===== config.mk =====
export PLATFORM = sky130hd
export DESIGN_NAME = fir_decimator
export DESIGN_NICKNAME = d
export VERILOG_FILES = /design/src/rtl/fir_decimator.sv
export SDC_FILE = /design/constraint.sdc
export NUM_CORES = 1
export LEC_CHECK = 0
export CORE_UTILIZATION = 30
export CTS_CLUSTER_SIZE = 24
export DETAILED_ROUTE_END_ITERATION = 7
export GPL_ROUTABILITY_DRIVEN = 0
export HOLD_SLACK_MARGIN = 0.06
export PLACE_DENSITY = 0.57
export SYNTH_ARGS = -nofsm -noshare
export SYNTH_HDL_FRONTEND = slang
export SYNTH_SLANG_ARGS = --single-unit

===== constraint.sdc =====
create_clock -name clk -period 4.73 [get_ports clk]
set_clock_uncertainty 0.1 [all_clocks]
set_input_delay 0.7095 -clock clk [delete_from_list [all_inputs] [get_ports clk]]
set_output_delay 0.7095 -clock clk [all_outputs]
set_load 0.01 [all_outputs]

===== src/rtl/fir_decimator.sv =====
// Boxcar decimator for the FIR output stream: averages every DECIM valid samples
// and queues the results in a small FIFO behind a valid/ready interface.
module fir_decimator #(
    parameter int DATA_W     = 16,
    parameter int DECIM      = 4,
    parameter int FIFO_DEPTH = 4
) (
    input  logic              clk,
    input  logic              reset_n,
    input  logic              in_valid,
    input  logic [DATA_W-1:0] x_in,
    input  logic              flush,
    input  logic              out_ready,
    output logic              out_valid,
    output logic [DATA_W-1:0] out_data,
    output logic              overflow,
    input  logic              clr_ovf
);

    localparam int SHIFT = $clog2(DECIM);
    localparam int ACC_W = DATA_W + SHIFT;
    localparam int PTR_W = $clog2(FIFO_DEPTH);
    localparam int CNT_W = PTR_W + 1;
    localparam logic [SHIFT-1:0] LAST_PHASE = SHIFT'(DECIM - 1);

    logic signed [ACC_W-1:0] acc;
    logic signed [ACC_W-1:0] sum;
    logic [SHIFT-1:0]        phase;
    logic                    block_done;
    logic                    do_push;
    logic                    do_pop;
    logic                    full;
    logic                    drop;
    logic [DATA_W-1:0]       push_data;
    logic [DATA_W-1:0]       head_next;
    logic [DATA_W-1:0]       mem [FIFO_DEPTH];
    logic [PTR_W-1:0]        wr_ptr;
    logic [PTR_W-1:0]        rd_ptr;
    logic [PTR_W-1:0]        rd_ptr_next;
    logic [CNT_W-1:0]        count;

    assign sum        = acc + {{SHIFT{x_in[DATA_W-1]}}, x_in};
    assign block_done = in_valid && !flush && (phase == LAST_PHASE);
    // Taking the top DATA_W bits of the sum is the arithmetic shift by log2(DECIM).
    assign push_data  = sum[ACC_W-1:SHIFT];

    assign full        = (count == CNT_W'(FIFO_DEPTH));
    assign out_valid   = (count != '0);
    assign do_pop      = out_valid && out_ready;
    assign do_push     = block_done && (!full || do_pop);
    assign drop        = block_done && full && !do_pop;
    assign rd_ptr_next = rd_ptr + PTR_W'(1);

    always_ff @(posedge clk or negedge reset_n) begin
        if (!reset_n) begin
            acc   <= '0;
            phase <= '0;
        end else if (flush || block_done) begin
            acc   <= '0;
            phase <= '0;
        end else if (in_valid) begin
            acc   <= sum;
            phase <= phase + SHIFT'(1);
        end
    end

    always_ff @(posedge clk) begin
        if (do_push) begin
            mem[wr_ptr] <= push_data;
        end
    end

    always_ff @(posedge clk or negedge reset_n) begin
        if (!reset_n) begin
            wr_ptr <= '0;
            rd_ptr <= '0;
            count  <= '0;
        end else begin
            if (do_push) begin
                wr_ptr <= wr_ptr + PTR_W'(1);
            end
            if (do_pop) begin
                rd_ptr <= rd_ptr_next;
            end
            case ({do_push, do_pop})
                2'b10:   count <= count + CNT_W'(1);
                2'b01:   count <= count - CNT_W'(1);
                default: count <= count;
            endcase
        end
    end

    // out_data is registered so it can hold the last popped value while the FIFO is empty.
    always_comb begin
        head_next = out_data;
        if (do_pop) begin
            if (count > CNT_W'(1)) begin
                head_next = mem[rd_ptr_next];
            end else if (do_push) begin
                head_next = push_data;
            end
        end else if (!out_valid && do_push) begin
            head_next = push_data;
        end
    end

    always_ff @(posedge clk or negedge reset_n) begin
        if (!reset_n) begin
            out_data <= '0;
        end else begin
            out_data <= head_next;
        end
    end

    // A new drop takes priority over a coincident clear.
    always_ff @(posedge clk or negedge reset_n) begin
        if (!reset_n) begin
            overflow <= 1'b0;
        end else if (drop) begin
            overflow <= 1'b1;
        end else if (clr_ovf) begin
            overflow <= 1'b0;
        end
    end

endmodule


==> results.py <==
metrics = {
    "run_status": {
        "status": "completed",
    },
    "grt": {
        "grt_remaining_overflow": 0,
        "grt_pass1_wl_mm": 19.18,
        "grt_antenna_before_repair": 0,
        "grt_max_degree": 45,
        "grt_pass1_vias": 3520,
        "gr-usage-all-layers_pct": 14.07,
    },
    "die": {
        "ios": 40,
        "die_w_um": 134.9,
        "placementRows": 48,
        "die_h_um": 134.9,
        "dieArea_mm2": 0.01821,
        "core_area_mm2": 0.01730,
        "initial_core_util_pct": 30.65,
    },
    "worst_setup_path": {
        "worstPathRequired_ns": 4.87,
        "cpLargestDelayFamily": "compound AO/OA/AOI/OAI gates",
        "slowest_stage": "clkdlybuf4s50_1",
        "critPathLaunchType": "primary input",
        "crit_buf_inv": 1,
        "max_stage_delay_ns": 0.42,
        "r2r_setup_slack_ns": 1.96,
        "end_kind": "flop",
        "path_class": "in2reg",
        "cp.arrival_ns": 3.32,
        "worstPathCellList": "clkdlybuf4s50_1 -> ha_1 -> a21o_1 -> a31o_2 -> o21ai_0 -> a211o_1 -> o2111ai_1 -> a22o_1",
        "worst-path-max-fanout": 6,
    },
    "clock_network": {
        "clk-insertion-delay-late_ns": 0.35,
        "cts_tree": "done",
        "post_cts_resized": 0,
        "hold_buffers": 0,
        "clockBufferDepth": 2,
        "path_clk_slew_ns": 0.07,
        "cts_setup_buffers": 0,
        "cts.sinks": 108,
        "cts_buffers": 9,
        "root_buffer": "clkbuf_16",
        "htree_levels": 3,
    },
    "sta": {
        "max_freq_mhz": 313.6,
        "finalMaxSlewViolations": 0,
        "rsz0062_at_grt": "no",
        "timing.final.crit_share_pct": 67.41,
        "final-hold-violation-count": 0,
        "slew_headroom_pct": 27.10,
        "final-setup-viol-count": 0,
        "finalSetupTns_ns": 0,
        "worstMarginPinSlew_ns": 1.094,
        "fin_crit_ns": 3.189,
    },
    "final_layout": {
        "fin_nets": 504,
        "fillers": 1691,
        "antenna_cells": 0,
        "area_growth_pct": 17.80,
        "instances_no_fill": 685,
        "multiInputGateArea_mm2": 0.002138,
        "seq_area_mm2": 0.003023,
        "drive_above_1_share_pct": 10.43,
    },
    "yosys": {
        "synth_area_mm2": 0.005301,
        "synth_nets": 467,
        "synth_top_area_share_pct": 36.25,
        "ys.flop_type": "edfxtp_1",
        "synth_seq_cells": 108,
        "synth_most_common_cell": "edfxtp_1",
        "synth_edf_count": 64,
        "synthArstFlopShare_pct": 40.74,
        "post-synth-top-area-cell": "edfxtp_1",
        "yosys-top-cells-count": "edfxtp_1 (64), dfrtp_1 (44), nand2_1 (40)",
        "synth_cells": 418,
        "syn_area_per_cell_um2": 12.68,
        "yosysWarnings": 0,
        "synth.distinct_cells": 55,
        "ys_seq_area_share_pct": 57.02,
        "synth_area_leaders": "edfxtp_1 (36%), dfrtp_1 (21%), mux4_2 (6.8%)",
    },
    "drt": {
        "routed_wl_mm": 12.21,
        "drcViolationCount": 0,
        "drt_iter0_drc": 281,
        "drt_first_pass_iters": 5,
        "vias_per_cell": 5.098,
        "vias": 3492,
        "final_antenna_net_count": 0,
        "wire_per_inst_um": 17.83,
    },
    "place": {
        "placed_cells": 669,
        "io_buffers": 39,
        "dpl.hpwl_mm": 8.473,
    },
    "pwr": {
        "power_density_mw_per_mm2": 510.5,
        "p_leak_uw": 0.002434,
        "irDropWorstVdd_uv": 311.6,
        "total_power_uw": 3188,
    },
    "hold_path": {
        "hp-class": "reg2reg",
    },
    "flow_run": {
        "maxCapViolations": 0,
    },
}
-- report_power, final --
part | total [µW] | switching, µW | internal, µW
combinational | 1100 | 584 | 521
clock | 780 | 360 | 420
sequential | 1300 | 124 | 1180
-- path summary, 6_finish.rpt --
kind,startpoint,to,depth (start not counted)
max in group asynchronous,reset_n,out_data[7],1
min,acc[14],acc[14],2
min reg2reg,acc[14],acc[14],2
min in group asynchronous,reset_n,out_data[3],1
max,x_in[4],acc[7],8
max reg2reg,acc[0],mem[0][12],8
-- flip-flops by register name, summed over array words and instances, names as in the netlist --
name      flops
acc          18
mem          64
rd_ptr        2
overflow      1
count         3
wr_ptr        2
phase         2
out_data     16
-- layout make-up --
cell class	count	area share, %
clock buffers	9	3.606
clock inverters	7	1.382
inverters	18	1.082
well taps	225	4.508
flip-flops and latches	108	48.41
multi-input cells	274	34.24
repair buffers	44	6.772
-- per-stage QoR --
| step | hold WS [ns] | cell area, µm² | worst slack, ns | util, % |
|---|---|---|---|---|
| floorplan | 0.3139 | 5301 | 1.881 | - |
| global route | 0.4287 | 6245 | 1.379 | 36.10 |
| CTS | 0.4047 | 6245 | 1.573 | 36.10 |
| detailed placement | 0.3811 | 5933 | 1.215 | 34.30 |
| global placement | 0.3824 | 5933 | 1.224 | 34.30 |
| finish | 0.3988 | 6245 | 1.541 | 36.10 |
-- worst register-to-register path, stage by stage, from the launching register on --
cell      delay, ns
dfrtp_1        0.39
ha_1           0.22
fa_1           0.42
a21o_1         0.22
a221o_1        0.35
o221ai_1       0.29
a32oi_1        0.16
xnor2_1        0.24
inv_1          0.12
-- layer usage --
metal | track usage (%) | vias up | wire (µm)
met3 | 3.416 | 12 | 624
li1 | - | 1650 | -
met4 | 3.995 | 0 | 163
met2 | 23.00 | 89 | 5859
met5 | 0 | - | 0
met1 | 18.51 | 1741 | 5567
-- cell families after synthesis --
family          Yosys count  share of synthesized area (%)
compound gates          103                          13.64
xor+xnor                 18                          2.974
fa+ha+maj                27                          6.514
buf+inv                  36                          2.737
flops                   108                          57.02
mux                      20                          7.600
simple gates            106                          9.512
-- layout by cell type (no fill, tap or decap), drive strengths merged, types with 2 or more instances in the layout --
cell type and instances:
nand3b 2, nand4 4, buf 6, nor3 3, o21ai 17, clkdlybuf4s50 38, clkbuf 9, o21bai 4
inv 20, xor2 4, ha 26, nand3 19, and4 2, a21oi 26, o21a 2, nand2 40
mux2 2, edfxtp 64, xnor2 14, a211o 2, mux2i 2, dfrtp 44, and3 3, and2 4
clkinvlp 2, a21o 10, o221ai 2, a31oi 10, a22o 18, nor2 23, clkinv 2, mux4 16
Power figures use the tool's default switching activity.
